[src/rtl/score_neighbor_fetch_if.sv]
`default_nettype none
// +--------------------------------------------------------------------+
// | score_neighbor_fetch_if : request, score-RAM read and output bus   |
// | Rev 1.0                                                            |
// +--------------------------------------------------------------------+
interface score_neighbor_fetch_if #(
   parameter int DATA_W = 9,
   parameter int IDX_W  = 4
);
   logic                 req_valid;
   logic                 req_ready;
   logic [IDX_W-1:0]     req_i;
   logic [IDX_W-1:0]     req_j;
   logic                 ram_rd_en;
   logic [2*IDX_W-1:0]   ram_rd_addr;
   logic [DATA_W-1:0]    ram_rd_data;
   logic                 out_valid;
   logic                 out_ready;
   logic [DATA_W-1:0]    diag;
   logic [DATA_W-1:0]    left;
   logic [DATA_W-1:0]    up;
   logic [IDX_W-1:0]     out_i;
   logic [IDX_W-1:0]     out_j;
   logic                 err_req;

   modport master (
      input  req_valid, req_i, req_j, ram_rd_data, out_ready,
      output req_ready, ram_rd_en, ram_rd_addr, out_valid,
             diag, left, up, out_i, out_j, err_req
   );

   modport slave (
      output req_valid, req_i, req_j, ram_rd_data, out_ready,
      input  req_ready, ram_rd_en, ram_rd_addr, out_valid,
             diag, left, up, out_i, out_j, err_req
   );
endinterface
`default_nettype wire

[src/rtl/score_neighbor_fetch.sv]
`default_nettype none
// +--------------------------------------------------------------------+
// | score_neighbor_fetch : fetches diag/left/up scores for cell (i,j)  |
// | Rev 1.0                                                            |
// +--------------------------------------------------------------------+
module score_neighbor_fetch #(
   parameter int DATA_W = 9,
   parameter int IDX_W  = 4,
   parameter int RD_LAT = 1,
   parameter int GAP    = -2
) (
   input  logic                   clk,
   input  logic                   rst,
   score_neighbor_fetch_if.master bus
);

   typedef enum logic [1:0] {
      IDLE  = 2'd0,
      ISSUE = 2'd1,
      WAIT  = 2'd2,
      HOLD  = 2'd3
   } state_t;

   localparam logic [DATA_W-1:0] c_gap = DATA_W'(GAP);

   state_t                r_state;
   state_t                w_next;
   logic [IDX_W-1:0]      r_i;
   logic [IDX_W-1:0]      r_j;
   logic [DATA_W-1:0]     r_buf [3];
   logic [2:0]            r_pend;
   logic                  r_tag_v [RD_LAT];
   logic [1:0]            r_tag_s [RD_LAT];
   logic [DATA_W-1:0]     r_diag;
   logic [DATA_W-1:0]     r_left;
   logic [DATA_W-1:0]     r_up;
   logic [IDX_W-1:0]      r_oi;
   logic [IDX_W-1:0]      r_oj;
   logic                  r_err;

   logic [IDX_W-1:0]      w_qrow [3];
   logic [IDX_W-1:0]      w_qcol [3];
   logic [IDX_W-1:0]      w_row  [3];
   logic [IDX_W-1:0]      w_col  [3];
   logic [2:0]            w_qbnd;
   logic [DATA_W-1:0]     w_qpre [3];
   logic [DATA_W-1:0]     w_src  [3];
   logic                  w_accept;
   logic                  w_reject;
   logic                  w_start;
   logic [1:0]            w_slot;
   logic [2:0]            w_pend_next;
   logic                  w_cap;
   logic [1:0]            w_cap_s;
   logic                  w_busy;
   logic                  w_last;
   logic                  w_rd_en;
   logic [2*IDX_W-1:0]    w_rd_addr;

   // Boundary score GAP*index, wrapping in DATA_W bits; index is the nonzero coordinate.
   function automatic logic [DATA_W-1:0] f_bnd(input logic [IDX_W-1:0] row,
                                                input logic [IDX_W-1:0] col);
      logic [IDX_W-1:0] idx;
      idx = (row == '0) ? col : row;
      return DATA_W'(c_gap * DATA_W'(idx));
   endfunction

   always_comb begin
      // Slot order: diag(0)=(i-1,j-1), left(1)=(i,j-1), up(2)=(i-1,j)
      w_qrow[0] = bus.req_i - 1'b1;  w_qcol[0] = bus.req_j - 1'b1;
      w_qrow[1] = bus.req_i;         w_qcol[1] = bus.req_j - 1'b1;
      w_qrow[2] = bus.req_i - 1'b1;  w_qcol[2] = bus.req_j;
      w_row[0]  = r_i - 1'b1;        w_col[0]  = r_j - 1'b1;
      w_row[1]  = r_i;               w_col[1]  = r_j - 1'b1;
      w_row[2]  = r_i - 1'b1;        w_col[2]  = r_j;
      for (int s = 0; s < 3; s++) begin
         w_qbnd[s] = (w_qrow[s] == '0) || (w_qcol[s] == '0);
         w_qpre[s] = f_bnd(w_qrow[s], w_qcol[s]);
      end
   end

   assign w_accept = bus.req_valid && (r_state == IDLE);
   assign w_reject = w_accept && ((bus.req_i == '0) || (bus.req_j == '0));
   assign w_start  = w_accept && !w_reject;

   always_comb begin
      w_slot = r_pend[0] ? 2'd0 : (r_pend[1] ? 2'd1 : 2'd2);
      w_pend_next = r_pend & ~(3'b001 << w_slot);
      w_cap   = r_tag_v[RD_LAT-1];
      w_cap_s = r_tag_s[RD_LAT-1];
      w_busy  = 1'b0;
      for (int n = 0; n < RD_LAT-1; n++) begin
         w_busy = w_busy | r_tag_v[n];
      end
      w_last = (r_state == WAIT) && w_cap && !w_busy;
      // The final capture is folded straight into the output load.
      for (int s = 0; s < 3; s++) begin
         w_src[s] = (w_cap && (w_cap_s == 2'(s))) ? bus.ram_rd_data : r_buf[s];
      end
   end

   always_comb begin
      w_next    = r_state;
      w_rd_en   = 1'b0;
      w_rd_addr = '0;
      case (r_state)
         IDLE: begin
            if (w_start) begin
               w_next = (&w_qbnd) ? HOLD : ISSUE;
            end
         end
         ISSUE: begin
            w_rd_en = 1'b1;
            for (int s = 0; s < 3; s++) begin
               if (w_slot == 2'(s)) begin
                  w_rd_addr = {w_row[s], w_col[s]};
               end
            end
            if (w_pend_next == 3'b000) begin
               w_next = WAIT;
            end
         end
         WAIT: begin
            if (w_last) begin
               w_next = HOLD;
            end
         end
         HOLD: begin
            if (bus.out_ready) begin
               w_next = IDLE;
            end
         end
         default: w_next = IDLE;
      endcase
   end

   always_ff @(posedge clk or posedge rst) begin
      if (rst) begin
         r_state <= IDLE;
         r_i     <= '0;
         r_j     <= '0;
         r_pend  <= '0;
         r_diag  <= '0;
         r_left  <= '0;
         r_up    <= '0;
         r_oi    <= '0;
         r_oj    <= '0;
         r_err   <= 1'b0;
         for (int s = 0; s < 3; s++) begin
            r_buf[s] <= '0;
         end
         for (int n = 0; n < RD_LAT; n++) begin
            r_tag_v[n] <= 1'b0;
            r_tag_s[n] <= '0;
         end
      end else begin
         r_state <= w_next;
         r_err   <= w_reject;

         r_tag_v[0] <= w_rd_en;
         r_tag_s[0] <= w_slot;
         for (int n = 1; n < RD_LAT; n++) begin
            r_tag_v[n] <= r_tag_v[n-1];
            r_tag_s[n] <= r_tag_s[n-1];
         end

         for (int s = 0; s < 3; s++) begin
            if (w_cap && (w_cap_s == 2'(s))) begin
               r_buf[s] <= bus.ram_rd_data;
            end
         end

         if (w_start) begin
            r_i <= bus.req_i;
            r_j <= bus.req_j;
            for (int s = 0; s < 3; s++) begin
               r_buf[s]  <= w_qpre[s];
               r_pend[s] <= !w_qbnd[s];
            end
            if (&w_qbnd) begin
               r_diag <= w_qpre[0];
               r_left <= w_qpre[1];
               r_up   <= w_qpre[2];
               r_oi   <= bus.req_i;
               r_oj   <= bus.req_j;
            end
         end else if (r_state == ISSUE) begin
            r_pend <= w_pend_next;
         end

         if (w_last) begin
            r_diag <= w_src[0];
            r_left <= w_src[1];
            r_up   <= w_src[2];
            r_oi   <= r_i;
            r_oj   <= r_j;
         end
      end
   end

   assign bus.req_ready   = (r_state == IDLE);
   assign bus.ram_rd_en   = w_rd_en;
   assign bus.ram_rd_addr = w_rd_addr;
   assign bus.out_valid   = (r_state == HOLD);
   assign bus.diag        = r_diag;
   assign bus.left        = r_left;
   assign bus.up          = r_up;
   assign bus.out_i       = r_oi;
   assign bus.out_j       = r_oj;
   assign bus.err_req     = r_err;

endmodule
`default_nettype wire

[src/flat_wrapper.sv]
// flat-port wrapper written by rule: the top's interface ports become plain ports
module score_neighbor_fetch_flat 
#(
   parameter int DATA_W = 9,
   parameter int IDX_W  = 4,
   parameter int RD_LAT = 1,
   parameter int GAP    = -2
)
  (clk, rst, bus_req_valid, bus_req_i, bus_req_j, bus_ram_rd_data, bus_out_ready, bus_req_ready, bus_ram_rd_en, bus_ram_rd_addr, bus_out_valid, bus_diag, bus_left, bus_up, bus_out_i, bus_out_j, bus_err_req);
  score_neighbor_fetch_if #(.DATA_W(DATA_W), .IDX_W(IDX_W)) bus_i ();
  input  logic clk;
  input  logic rst;
  input wire logic [$bits(bus_i.req_valid)-1:0] bus_req_valid;
  input wire logic [$bits(bus_i.req_i)-1:0] bus_req_i;
  input wire logic [$bits(bus_i.req_j)-1:0] bus_req_j;
  input wire logic [$bits(bus_i.ram_rd_data)-1:0] bus_ram_rd_data;
  input wire logic [$bits(bus_i.out_ready)-1:0] bus_out_ready;
  output wire logic [$bits(bus_i.req_ready)-1:0] bus_req_ready;
  output wire logic [$bits(bus_i.ram_rd_en)-1:0] bus_ram_rd_en;
  output wire logic [$bits(bus_i.ram_rd_addr)-1:0] bus_ram_rd_addr;
  output wire logic [$bits(bus_i.out_valid)-1:0] bus_out_valid;
  output wire logic [$bits(bus_i.diag)-1:0] bus_diag;
  output wire logic [$bits(bus_i.left)-1:0] bus_left;
  output wire logic [$bits(bus_i.up)-1:0] bus_up;
  output wire logic [$bits(bus_i.out_i)-1:0] bus_out_i;
  output wire logic [$bits(bus_i.out_j)-1:0] bus_out_j;
  output wire logic [$bits(bus_i.err_req)-1:0] bus_err_req;
  assign bus_i.req_valid = bus_req_valid;
  assign bus_i.req_i = bus_req_i;
  assign bus_i.req_j = bus_req_j;
  assign bus_i.ram_rd_data = bus_ram_rd_data;
  assign bus_i.out_ready = bus_out_ready;
  assign bus_req_ready = bus_i.req_ready;
  assign bus_ram_rd_en = bus_i.ram_rd_en;
  assign bus_ram_rd_addr = bus_i.ram_rd_addr;
  assign bus_out_valid = bus_i.out_valid;
  assign bus_diag = bus_i.diag;
  assign bus_left = bus_i.left;
  assign bus_up = bus_i.up;
  assign bus_out_i = bus_i.out_i;
  assign bus_out_j = bus_i.out_j;
  assign bus_err_req = bus_i.err_req;
  score_neighbor_fetch #(.DATA_W(DATA_W), .IDX_W(IDX_W), .RD_LAT(RD_LAT), .GAP(GAP)) u_core (.clk(clk), .rst(rst), .bus(bus_i));
endmodule
[config.mk]
export PLATFORM = sky130hd
export DESIGN_NAME = score_neighbor_fetch_flat
export DESIGN_NICKNAME = d
export VERILOG_FILES = /design/src/rtl/score_neighbor_fetch_if.sv /design/src/rtl/score_neighbor_fetch.sv /design/src/flat_wrapper.sv
export SDC_FILE = /design/constraint.sdc
export NUM_CORES = 1
export LEC_CHECK = 0
export ABC_CLOCK_PERIOD_IN_PS = 3400
export BUFFER_PORTS_ARGS = -buffer_cell sky130_fd_sc_hd__buf_2
export CORE_ASPECT_RATIO = 1.1
export CORE_MARGIN = 1.5
export CORE_UTILIZATION = 55
export DETAILED_ROUTE_END_ITERATION = 12
export PLACE_DENSITY_LB_ADDON = 0.08
export SYNTH_ARGS = -nofsm -noshare
export SYNTH_HDL_FRONTEND = slang
export SYNTH_SLANG_ARGS = --single-unit
[constraint.sdc]
create_clock -name clk -period 3.4 [get_ports clk]
set_clock_uncertainty 0.1 [all_clocks]
set_input_delay 0.51 -clock clk [delete_from_list [all_inputs] [get_ports clk]]
set_output_delay 0.51 -clock clk [all_outputs]
set_load 0.01 [all_outputs]
==> metrics.md, run 1 <==
| Metric | Value |
|---|---|
| Sw frac | `0.394` |
| CP Cell Sequence | `buf_12 -> inv_8 -> ha_4 -> or3b_4 -> nand2_2 -> o21ai_4 -> fa_1 -> inv_2 -> fa_2 -> inv_2 -> ha_4 -> a21o_1 -> a21oi_2 -> xnor2_2 -> mux2i_1 -> mux2i_1` |
| Sequential fraction of the synthesis area | `0.398` |
| Comb pwr share | `0.520` |
| Max_cap viols | `0` |
| Core area | `about 8800 um2` |
| Final WS setup | `-0.0123 ns` |
| Failing checks | `setup timing` |
| EDFF count, synth | `0` |
| Cell internal pwr | `between 3 and 4 mW` |
| VDD IR max | `roughly 440 uV` |
| Yosys reg bits | `79` |
| Worst-Margin Slew | `around 0.8 ns` |
| Outcome | `finished, violations left` |
| Overflow after GRT | `0` |
| Static Leak | `3.17 nW` |
| Placed cell area | `between 5000 and 6000 um2` |
| Drt via density | `around 5.4` |
| Post-route cell area | `between 6000 and 7000 um2` |
| Worst-skew pair later-pin latency | `about 0.37 ns` |
| Post-synth cell types | `44` |
| Synthesized area | `around 5000 um2` |
| I/O Buffers | `67` |
| FF-to-FF path depth | `8` |
| Post-synth top area cell | `dfrtp_1` |
| Slowest-stage cell, CP | `fa_2` |
| First-pass GRT wire length | `roughly 19000 um` |
| Element type at the critical path end | `flop` |
| Relative max-transition margin | `0.464` |
| Antenna violations before repair | `0` |
| # fillers | `between 600 and 700` |
| Crit Path Max Fanout | `6` |
| Total number of vias | `3788` |
| Area delta synth->final | `27.4%` |
| Synthesis warning total | `0` |
| CTS tree | `done` |
| Hpwl dp | `8590 um` |
| # hold bufs at CTS | `0` |
| RSZ-0062 raised after global routing | `true` |
| Fin util | `0.716` |
| HP Class | `input pin to async pin` |
| Slew Limit Fails | `0` |
| Mapped Cells | `about 480` |
| DRC Markers | `0` |
| Nets | `between 600 and 700` |
| GRT Overall Usage | `0.264` |
| Commonest non-fill, non-tap cell in the layout | `mux2i_1` |
| Layout cells sized above 1 | `0.331` |
| Most frequent cells in the layout | `mux2i_1, dfrtp_1, buf_2` |
| Root Buffer | `clkbuf_8` |
| Initial core utilization | `0.562` |
| Critical Path RT | `approximately 3.5 ns` |
| Die Area | `around 9600 um2` |
| Crit Path Class | `input pin to flop` |
| Final Hold Vio Count | `0` |
| Avg Inst Size Synth | `around 10 um2` |
| Clock Power Share | `0.162` |
| Setup-failing EPs final | `1` |
| Post-synthesis net count | `549` |
| Setup crit end | `u_core.bus.left[6]$_DFFE_PP0P_` |
| 1st-pass router iterations | `4` |
| FMAX | `around 0.29 GHz` |
| Vias in the first global route | `3992` |
| CP Launch Type | `input pin` |
| Post-synth top flop | `dfrtp_1` |
| Height of the die | `slightly above 100 um` |
| Reg2reg end | `u_core.bus.diag[4]$_DFFE_PP0P_` |
| Final ANT Viol Nets | `0` |
| Number of diodes | `0` |
| CTS max path bufs | `2` |
| CP max stage delay | `0.56 ns` |
| Power Dens Cells | `821 nW/um2` |
| Tcrit/Tclk final | `1.00` |
| Setup tns final | `-0.0123 ns` |
| Top cell type's share of synthesized area | `0.398` |
| GPL Wtd Cong | `0.887` |
| Arr. time, crit path | `around 3.5 ns` |
| Reg2reg start | `u_core.r_state[0]$_DFFE_PP0P_` |
| Row count | `36` |
| IO Pins | `between 60 and 70` |
| Clock-pin slew of the registers on the worst-case setup and hold paths | `~0.08 ns` |
| Cts bufs inserted | `9` |
| Die X | `between 90 and 100 um` |
| DRT iter0 DRCs | `94` |
| Synth async-reset ratio | `1.00` |
| Pin count of the biggest net entering global routing | `80` |
| Routed len/inst | `17.0 um` |
| Sequential Power Share | `0.318` |
| R2r setup slk | `roughly 0.94 ns` |
| Final hold slack | `0.120 ns` |
| Setup crit start | `bus_req_i[0]` |
| Drt total wl | `12000 um` |
| Final period demand of the worst path | `about 3.4 ns` |
| TritonCTS Sinks | `around 80` |
| Total power | `5.19 mW` |
| Synth area leaders | `dfrtp_1, mux2i_1, ha_1` |
| Sw Pwr | `between 2 and 2.5 mW` |
| H-tree depth | `3` |
==> worst min-delay path by stage <==
stage,end,slack [ns],cells after the start
3_3_place_gp,u_core.bus.out_i[0]$_DFFE_PP0P_,0.39,2
5_1_grt,u_core.r_j[2]$_DFFE_PP0P_,0.17,3
3_5_place_dp,u_core.r_pend[2]$_DFFE_PP0P_,0.40,2
6_report,u_core.r_j[2]$_DFFE_PP0P_,0.12,3
2_1_floorplan,u_core.r_pend[2]$_DFFE_PP0P_,0.37,2
4_1_cts,u_core.r_buf[1]$_DFF_PP0_,0.14,3
==> through the flow <==
step / instances / worst slack (ns)
after floorplan: 484 / -0.298
after global placement: 685 / -0.501
after detailed placement: 685 / -0.570
after CTS: 704 / 0.0106
after global routing: 707 / -0.159
final: 707 / -0.0123
==> area by class of cell <==
class	instances	area (um2)	area share
multi-input cells	337	3000	0.475
flip-flops and latches	79	1980	0.313
repair buffers	117	778	0.123
inverters	44	181	0.0287
well taps	114	143	0.0226
clock buffers	10	128	0.0202
clock inverters	6	109	0.0172
==> power by group through the flow <==
stage | Clock, mW | Combinational (mW) | Sequential [mW]
final | 0.842 | 2.69 | 1.65
after floorplan | 0 | 1.77 | 1.71
after CTS | 0.854 | 2.66 | 1.65
after global placement | 0 | 2.53 | 1.64
after global routing | 0.893 | 3.00 | 1.70
after detailed placement | 0 | 2.63 | 1.66
==> timing repair <==
action	CTS	global route
gates resized for setup	23	22
buffers inserted	3	3
hold endpoints to repair	0	0
setup endpoints to repair	24	21
pin swaps	23	23
==> critical path: cells and delay by family <==
family / cells / cell delay (ns)
and+or+nand+nor: 2 / 0.51
xor gates and xnor gates: 1 / 0.10
adders and majority gates: 4 / 1.43
AOI/OAI and AO/OA: 3 / 0.46
buffers and inverters: 4 / 0.29
muxes: 2 / 0.24
==> sequential cells by signal, indices dropped and copies added (netlist names) <==
| name | cells |
|---|---|
| u_core.r_buf | 27 |
| u_core.bus.diag | 9 |
| u_core.bus.left | 9 |
| u_core.bus.up | 9 |
| u_core.bus.out_i | 4 |
| u_core.bus.out_j | 4 |
| u_core.r_i | 4 |
| u_core.r_j | 4 |
| u_core.r_pend | 3 |
| u_core.r_state | 2 |
| u_core.r_tag_s | 2 |
| u_core.bus.err_req | 1 |
| u_core.r_tag_v | 1 |
==> Yosys cell counts (all sizes together) (7+ instances only) <==
master  number
xnor2       10
fa          12
buf         17
nor2        39
nand2       41
mux2i       89
inv         43
ha          32
xor2         7
a21oi       30
dfrtp       79
clkbuf       7
o21ai       20
==> cells by family after synthesis <==
kind of cell               share of synthesized area
and+or+nand+nor                                0.110
muxes                                          0.180
DFF                                            0.398
AOI/OAI and AO/OA                             0.0885
buffers and inverters                         0.0625
adders and majority gates                      0.131
xor gates and xnor gates                      0.0300
==> metal layers <==
| layer | share of wire | up-vias | GRT usage |
|---|---|---|---|
| met2 | 0.51 | 79 | 0.470 |
| met5 | 0 | - | 0 |
| met4 | 0.030 | 0 | 0.130 |
| li1 | - | 1851 | - |
| met1 | 0.42 | 1832 | 0.314 |
| met3 | 0.033 | 26 | 0.0369 |
No activity file was read; power rests on OpenSTA's default activity.
==> run 2: changes to the inputs <==
--- a/config.mk
+++ b/config.mk
@@ -5,11 +5,10 @@
 export SDC_FILE = /design/constraint.sdc
 export NUM_CORES = 1
 export LEC_CHECK = 0
-export ABC_CLOCK_PERIOD_IN_PS = 3400
+export ABC_CLOCK_PERIOD_IN_PS = 3500
 export BUFFER_PORTS_ARGS = -buffer_cell sky130_fd_sc_hd__buf_2
 export CORE_ASPECT_RATIO = 1.1
-export CORE_MARGIN = 1.5
-export CORE_UTILIZATION = 55
+export CORE_UTILIZATION = 56
 export DETAILED_ROUTE_END_ITERATION = 12
 export PLACE_DENSITY_LB_ADDON = 0.08
 export SYNTH_ARGS = -nofsm -noshare
==> constraint.sdc (replaced) <==
create_clock -name clk -period 3.5 [get_ports clk]
set_clock_uncertainty 0.1 [all_clocks]
set_input_delay 0.525 -clock clk [delete_from_list [all_inputs] [get_ports clk]]
set_output_delay 0.525 -clock clk [all_outputs]
set_load 0.01 [all_outputs]
==> run 2 against run 1 <==
The flow now finishes without violations. Combinational power about the same. Hold slack lost 0.016 ns. Critical path depth grew 2. Die area fell by 3.8%. Via count up 1.8%. First-iteration DRC count grew 8.5%. Sequential cell count did not move. Register-to-register slack about the same. Power fell by 4.1%. Count of clock-buffer cells in the layout up 1.
==> metrics.md, run 2 (same netlist as run 1, synthesis figures left out) <==
| Metric | Value |
|---|---|
| Total power | `4.97 mW` |
| Height of the die | `around 100 um` |
| First-pass GRT wire length | `18700 um` |
| Clock-pin slew of the registers on the worst-case setup and hold paths | `about 0.09 ns` |
| CTS max path bufs | `2` |
| Most frequent cells in the layout | `mux2i_1, dfrtp_1, buf_2` |
| Overflow after GRT | `0` |
| Slowest-stage cell, CP | `fa_1` |
| Crit Path Max Fanout | `3` |
| Setup-failing EPs final | `0` |
| Outcome | `completed` |
| Post-route cell area | `roughly 6300 um2` |
| Cts bufs inserted | `9` |
| Static Leak | `3.16 nW` |
| Max_cap viols | `0` |
| Final WS setup | `0.00112 ns` |
| Drt total wl | `11800 um` |
| Power Dens Cells | `between 700 and 800 nW/um2` |
| Placed cells | `between 600 and 700` |
| Nets | `approximately 660` |
| Top delay family on crit path | `adder cells` |
| Vias in the first global route | `3825` |
| Placed cell area | `5840 um2` |
| Die X | `between 90 and 100 um` |
| RSZ-0062 raised after global routing | `true` |
| CTS tree | `done` |
| Row count | `35` |
| 1st-pass router iterations | `4` |
| GRT Overall Usage | `0.266` |
| FMAX | `about 0.29 GHz` |
| IO Pins | `68` |
| Most Used Layer, Global Route | `met2` |
| Bufs and invs on worst path | `5` |
| Tcrit/Tclk final | `1.00` |
| VDD IR max | `between 300 and 400 uV` |
| Die Area | `about 9200 um2` |
| Core area | `about 8500 um2` |
| DRT iter0 DRCs | `~100` |
| Layout cells sized above 1 | `0.328` |
| Worst-Margin Slew | `approximately 1.1 ns` |
| Met3 usage in global routing | `0.0430` |
| Worst-skew pair later-pin latency | `approximately 0.37 ns` |
| Final hold slack | `slightly above 0.1 ns` |
| Area delta synth->final | `26.3%` |
| Final period demand of the worst path | `3.50 ns` |
| HP Class | `input pin to async pin` |
| CP Launch Type | `input pin` |
| Total number of vias | `a little under 4000` |
| Layout Cells excl Fill | `around 710` |
| Final Hold Vio Count | `0` |
| Commonest non-fill, non-tap cell in the layout | `mux2i_1` |
| Slew Limit Fails | `0` |
| Pin count of the biggest net entering global routing | `48` |
| Element type at the critical path end | `flop` |
| Relative max-transition margin | `0.275` |
| Met2 usage | `0.475` |
| CP Cell Sequence | `buf_12 -> inv_8 -> ha_4 -> nor3b_4 -> a31oi_4 -> nand2_2 -> a21boi_4 -> inv_2 -> fa_2 -> fa_1 -> inv_2 -> buf_4 -> fa_2 -> nand2_1 -> nand2_1 -> o21bai_1 -> mux2i_1 -> mux2i_1` |
| Critical Path RT | `~3.7 ns` |
| Crit Path Class | `input pin to flop` |
| I/O Buffers | `67` |
| Largest Register | `u_core.r_buf` |
| Fin util | `0.738` |
| GPL Wtd Cong | `between 0.8 and 0.9` |
| Pre-CTS setup slack | `-0.544 ns` |
| Final ANT Viol Nets | `0` |
| Root Buffer | `clkbuf_8` |
| Initial core utilization | `0.584` |
| # fillers | `626` |
| Routed len/inst | `around 17 um` |
| CP max stage delay | `0.51 ns` |
| H-tree depth | `3` |
| Antenna violations before repair | `0` |
| Number of flip-flops in the largest register | `27` |
| Arr. time, crit path | `3.70 ns` |
| Drt via density | `between 5 and 6` |
| Met1 Usage GRT | `0.321` |
| Number of diodes | `0` |
| TritonCTS Sinks | `just under 80` |
| Setup tns final | `0 ns` |
| Hpwl dp | `about 8500 um` |
| DRC Markers | `0` |
run 2: cell types whose count changed in the layout (fill, tap and decap cells not counted), moves of 2 or more:
cell        change
buf_2           +2
buf_4           +4
bufinv_16       -2
clkbuf_4        -2
clkinvlp_4      +3
run 2: area by class of cell:
cell class,instances,area (um2),area share
inverters,44,181,0.0290
flip-flops and latches,79,1980,0.315
clock buffers,11,141,0.0226
repair buffers,119,772,0.123
well taps,111,139,0.0222
multi-input cells,337,3000,0.478
clock inverters,5,57.6,0.00919
run 2: where the power goes:
part           total (mW)  internal, mW  switching, mW
registers            1.59          1.36          0.233
logic                2.68          1.25           1.43
clock network       0.702         0.348          0.354
run 2: worst paths after layout:
kind	slack, ns	cells after the start	from	to
max	0.001	18	bus_req_i[1]	u_core.bus.diag[7]$_DFFE_PP0P_
max in group asynchronous	2.53	3	rst	u_core.r_buf[12]$_DFF_PP0_
min in group clk	0.36	3	bus_ram_rd_data[0]	u_core.r_buf[18]$_DFF_PP0_
max reg2reg	0.94	8	u_core.r_state[0]$_DFFE_PP0P_	u_core.bus.up[8]$_DFFE_PP0P_
min	0.10	2	rst	u_core.r_j[2]$_DFFE_PP0P_
min reg2reg	0.42	2	u_core.r_j[3]$_DFFE_PP0P_	u_core.r_j[3]$_DFFE_PP0P_
run 2: timing repair:
action,4_1_cts,5_1_grt
endpoints found under the setup margin,16,21
hold buffers,0,0
buffers inserted,1,5
pin swaps,10,29
cloned,0,0
gates resized for setup,9,32
run 2: per-layer routing:
metal / routed length, um / vias up
li1: - / 1858
met1: 5060 / 1892
met2: 5990 / 82
met3: 424 / 24
met4: 282 / 0
met5: 0 / -
==> run 3: changes to the inputs <==
--- a/config.mk
+++ b/config.mk
@@ -7,8 +7,8 @@
 export LEC_CHECK = 0
 export ABC_CLOCK_PERIOD_IN_PS = 3500
 export BUFFER_PORTS_ARGS = -buffer_cell sky130_fd_sc_hd__buf_2
-export CORE_ASPECT_RATIO = 1.1
 export CORE_UTILIZATION = 56
+export CTS_CLUSTER_DIAMETER = 120
 export DETAILED_ROUTE_END_ITERATION = 12
 export PLACE_DENSITY_LB_ADDON = 0.08
 export SYNTH_ARGS = -nofsm -noshare
==> run 3 against run 2 <==
Register-to-register slack gained 0.02 ns. Hold slack gained 0.043 ns. Sequential power is essentially flat. Final cell count shrank 1.7%. Global-route usage grew 0.97 points. Clock power grew 14%. Sequential cell count is the same. Die area is essentially flat. Largest cell class unchanged.
==> metrics.md, run 3 (same netlist as run 1, synthesis figures left out) <==
| Metric | Value |
|---|---|
| Multi-input logic area | `2940 um2` |
| Tcrit/Tclk final | `0.987` |
| Critical Path RT | `roughly 3.7 ns` |
| Total number of vias | `roughly 3800` |
| # fillers | `roughly 610` |
| Bufs and invs on worst path | `3` |
| Slew Limit Fails | `0` |
| Vias in the first global route | `~4000` |
| Max_cap viols | `0` |
| Relative max-transition margin | `0.451` |
| Final WS setup | `about 0.046 ns` |
| Fin util | `0.738` |
| Cts bufs inserted | `9` |
| Reg2reg start | `u_core.r_state[0]$_DFFE_PP0P_` |
| TritonCTS Sinks | `between 70 and 80` |
| CP max stage delay | `around 0.6 ns` |
| Worst-Margin Slew | `roughly 0.8 ns` |
| Top delay family on crit path | `adder cells` |
| Static Leak | `3.13 nW` |
| Element type at the critical path end | `flop` |
| Layout cells sized above 1 | `0.309` |
| CTS max path bufs | `2` |
| First-pass GRT wire length | `19000 um` |
| Outcome | `completed` |
| GPL Wtd Cong | `between 0.9 and 1` |
| Levels on crit path | `14` |
| Core area | `8380 um2` |
| Initial core utilization | `0.592` |
| Antenna violations before repair | `0` |
| Commonest non-fill, non-tap cell in the layout | `mux2i_1` |
| HP Class | `input pin to async pin` |
| Arr. time, crit path | `around 3.6 ns` |
| Largest Register | `u_core.r_buf` |
| Placed cell area | `slightly below 6000 um2` |
| Setup crit end | `u_core.bus.up[6]$_DFFE_PP0P_` |
| Number of diodes | `0` |
| Final period demand of the worst path | `3.45 ns` |
| CP Launch Type | `input pin` |
| Slowest-stage cell, CP | `fa_2` |
| IO Pins | `68` |
| VDD IR max | `between 500 and 600 uV` |
| Pre-CTS setup slack | `-0.529 ns` |
| GRT Overall Usage | `0.276` |
| Post-route cell area | `6180 um2` |
| Root Buffer | `clkbuf_8` |
| Setup crit start | `bus_req_i[0]` |
| FF-to-FF path depth | `8` |
| H-tree depth | `3` |
| Clock-pin slew of the registers on the worst-case setup and hold paths | `0.08 ns` |
| # hold bufs at CTS | `0` |
| Most frequent cells in the layout | `mux2i_1, dfrtp_1, buf_2` |
| Sequential cell area | `roughly 2000 um2` |
| Hpwl dp | `just under 9000 um` |
| Height of the die | `approximately 96 um` |
| R2r setup slk | `between 0.9 and 1 ns` |
| Nets | `650` |
| Overflow after GRT | `0` |
| Final Hold Vio Count | `0` |
| Reg2reg end | `u_core.bus.left[7]$_DFFE_PP0P_` |
| CP Cell Sequence | `buf_12 -> or3_4 -> a31o_4 -> a21boi_4 -> inv_2 -> fa_2 -> fa_1 -> inv_2 -> ha_4 -> a21o_1 -> a21oi_2 -> xnor2_1 -> mux2i_1 -> mux2i_1` |
| FMAX | `0.290 GHz` |
| Drt via density | `about 5.5` |
| DRC Markers | `0` |
| Final ANT Viol Nets | `0` |
| Crit Path Class | `input pin to flop` |
| DRT iter0 DRCs | `175` |
| CTS tree | `done` |
| I/O Buffers | `between 60 and 70` |
| Pin count of the biggest net entering global routing | `between 40 and 50` |
| Power Dens Cells | `about 800 nW/um2` |
| Worst-skew pair later-pin latency | `between 0.3 and 0.4 ns` |
| Die Area | `approximately 9200 um2` |
| Setup-failing EPs final | `0` |
| Routed len/inst | `about 17 um` |
| Drt total wl | `between 10000 and 15000 um` |
| Die X | `96.1 um` |
| Row count | `33` |
| 1st-pass router iterations | `4` |
| Number of flip-flops in the largest register | `27` |
| RSZ-0062 raised after global routing | `true` |
| Area delta synth->final | `24.6%` |
| Crit Path Max Fanout | `6` |
-- run 3: changes by cell type in the layout (fill, tap and decap cells not counted), moves of 2 or more --
cell	change
bufinv_16	+2
clkinvlp_4	-3
buf_4	-4
xnor2_2	-2
ha_1	+2
xnor2_1	+2
-- run 3: layout make-up --
cell class	instances	share of cell area
well taps	105	0.0213
repair buffers	114	0.117
multi-input cells	337	0.476
flip-flops and latches	79	0.320
inverters	44	0.0289
clock buffers	11	0.0213
clock inverters	4	0.0154
-- run 3: worst min-delay path by stage --
stage | startpoint | end | cells after the start
final | rst | u_core.bus.out_j[2]$_DFFE_PP0P_ | 2
after floorplan | u_core.r_pend[2]$_DFFE_PP0P_ | u_core.r_pend[2]$_DFFE_PP0P_ | 2
after global placement | u_core.r_buf[18]$_DFF_PP0_ | u_core.r_buf[18]$_DFF_PP0_ | 2
after detailed placement | u_core.r_pend[2]$_DFFE_PP0P_ | u_core.r_pend[2]$_DFFE_PP0P_ | 2
after global routing | rst | u_core.bus.out_j[2]$_DFFE_PP0P_ | 2
after CTS | rst | u_core.r_j[3]$_DFFE_PP0P_ | 2
-- run 3: stage by stage --
stage          hold slack (ns)  cells  power [mW]  setup TNS [ns]
6_report                 0.147    694        5.01               0
5_1_grt                  0.184    694        5.41          -0.390
4_1_cts                  0.158    692        4.99               0
3_5_place_dp             0.401    676        4.15          -10.47
3_3_place_gp             0.398    676        4.04           -8.40
2_1_floorplan            0.375    484        3.38           -2.62
-- run 3: worst reg2reg max path: stages (launching register included) --
cell and delay (ns):
dfrtp_1 0.41, inv_1 0.11, ha_1 0.26, and2_1 0.25, nand3_4 0.29, nor3_4 0.28
buf_4 0.35, mux2i_1 0.28, mux2i_1 0.10
-- run 3: repair_timing --
| item | 4_1_cts | 5_1_grt |
|---|---|---|
| pin swaps | 10 | 21 |
| endpoints found under the setup margin | 12 | 17 |
| setup buffers | 1 | 2 |
| resized for setup | 11 | 19 |
-- run 3: per-layer routing --
metal	track usage	vias to the layer above	routed length (um)
met5	0	-	0
met4	0.0771	0	59
met3	0.0387	6	606
met2	0.444	92	5400
met1	0.388	1894	5510
li1	-	1844	-
-- run 3: where the power goes --
part           switching [mW]  total, mW  internal (mW)  leakage, nW
Clock                   0.331      0.801          0.470        0.113
Combinational            1.39       2.60           1.21         2.07
Sequential              0.243       1.60           1.36        0.940
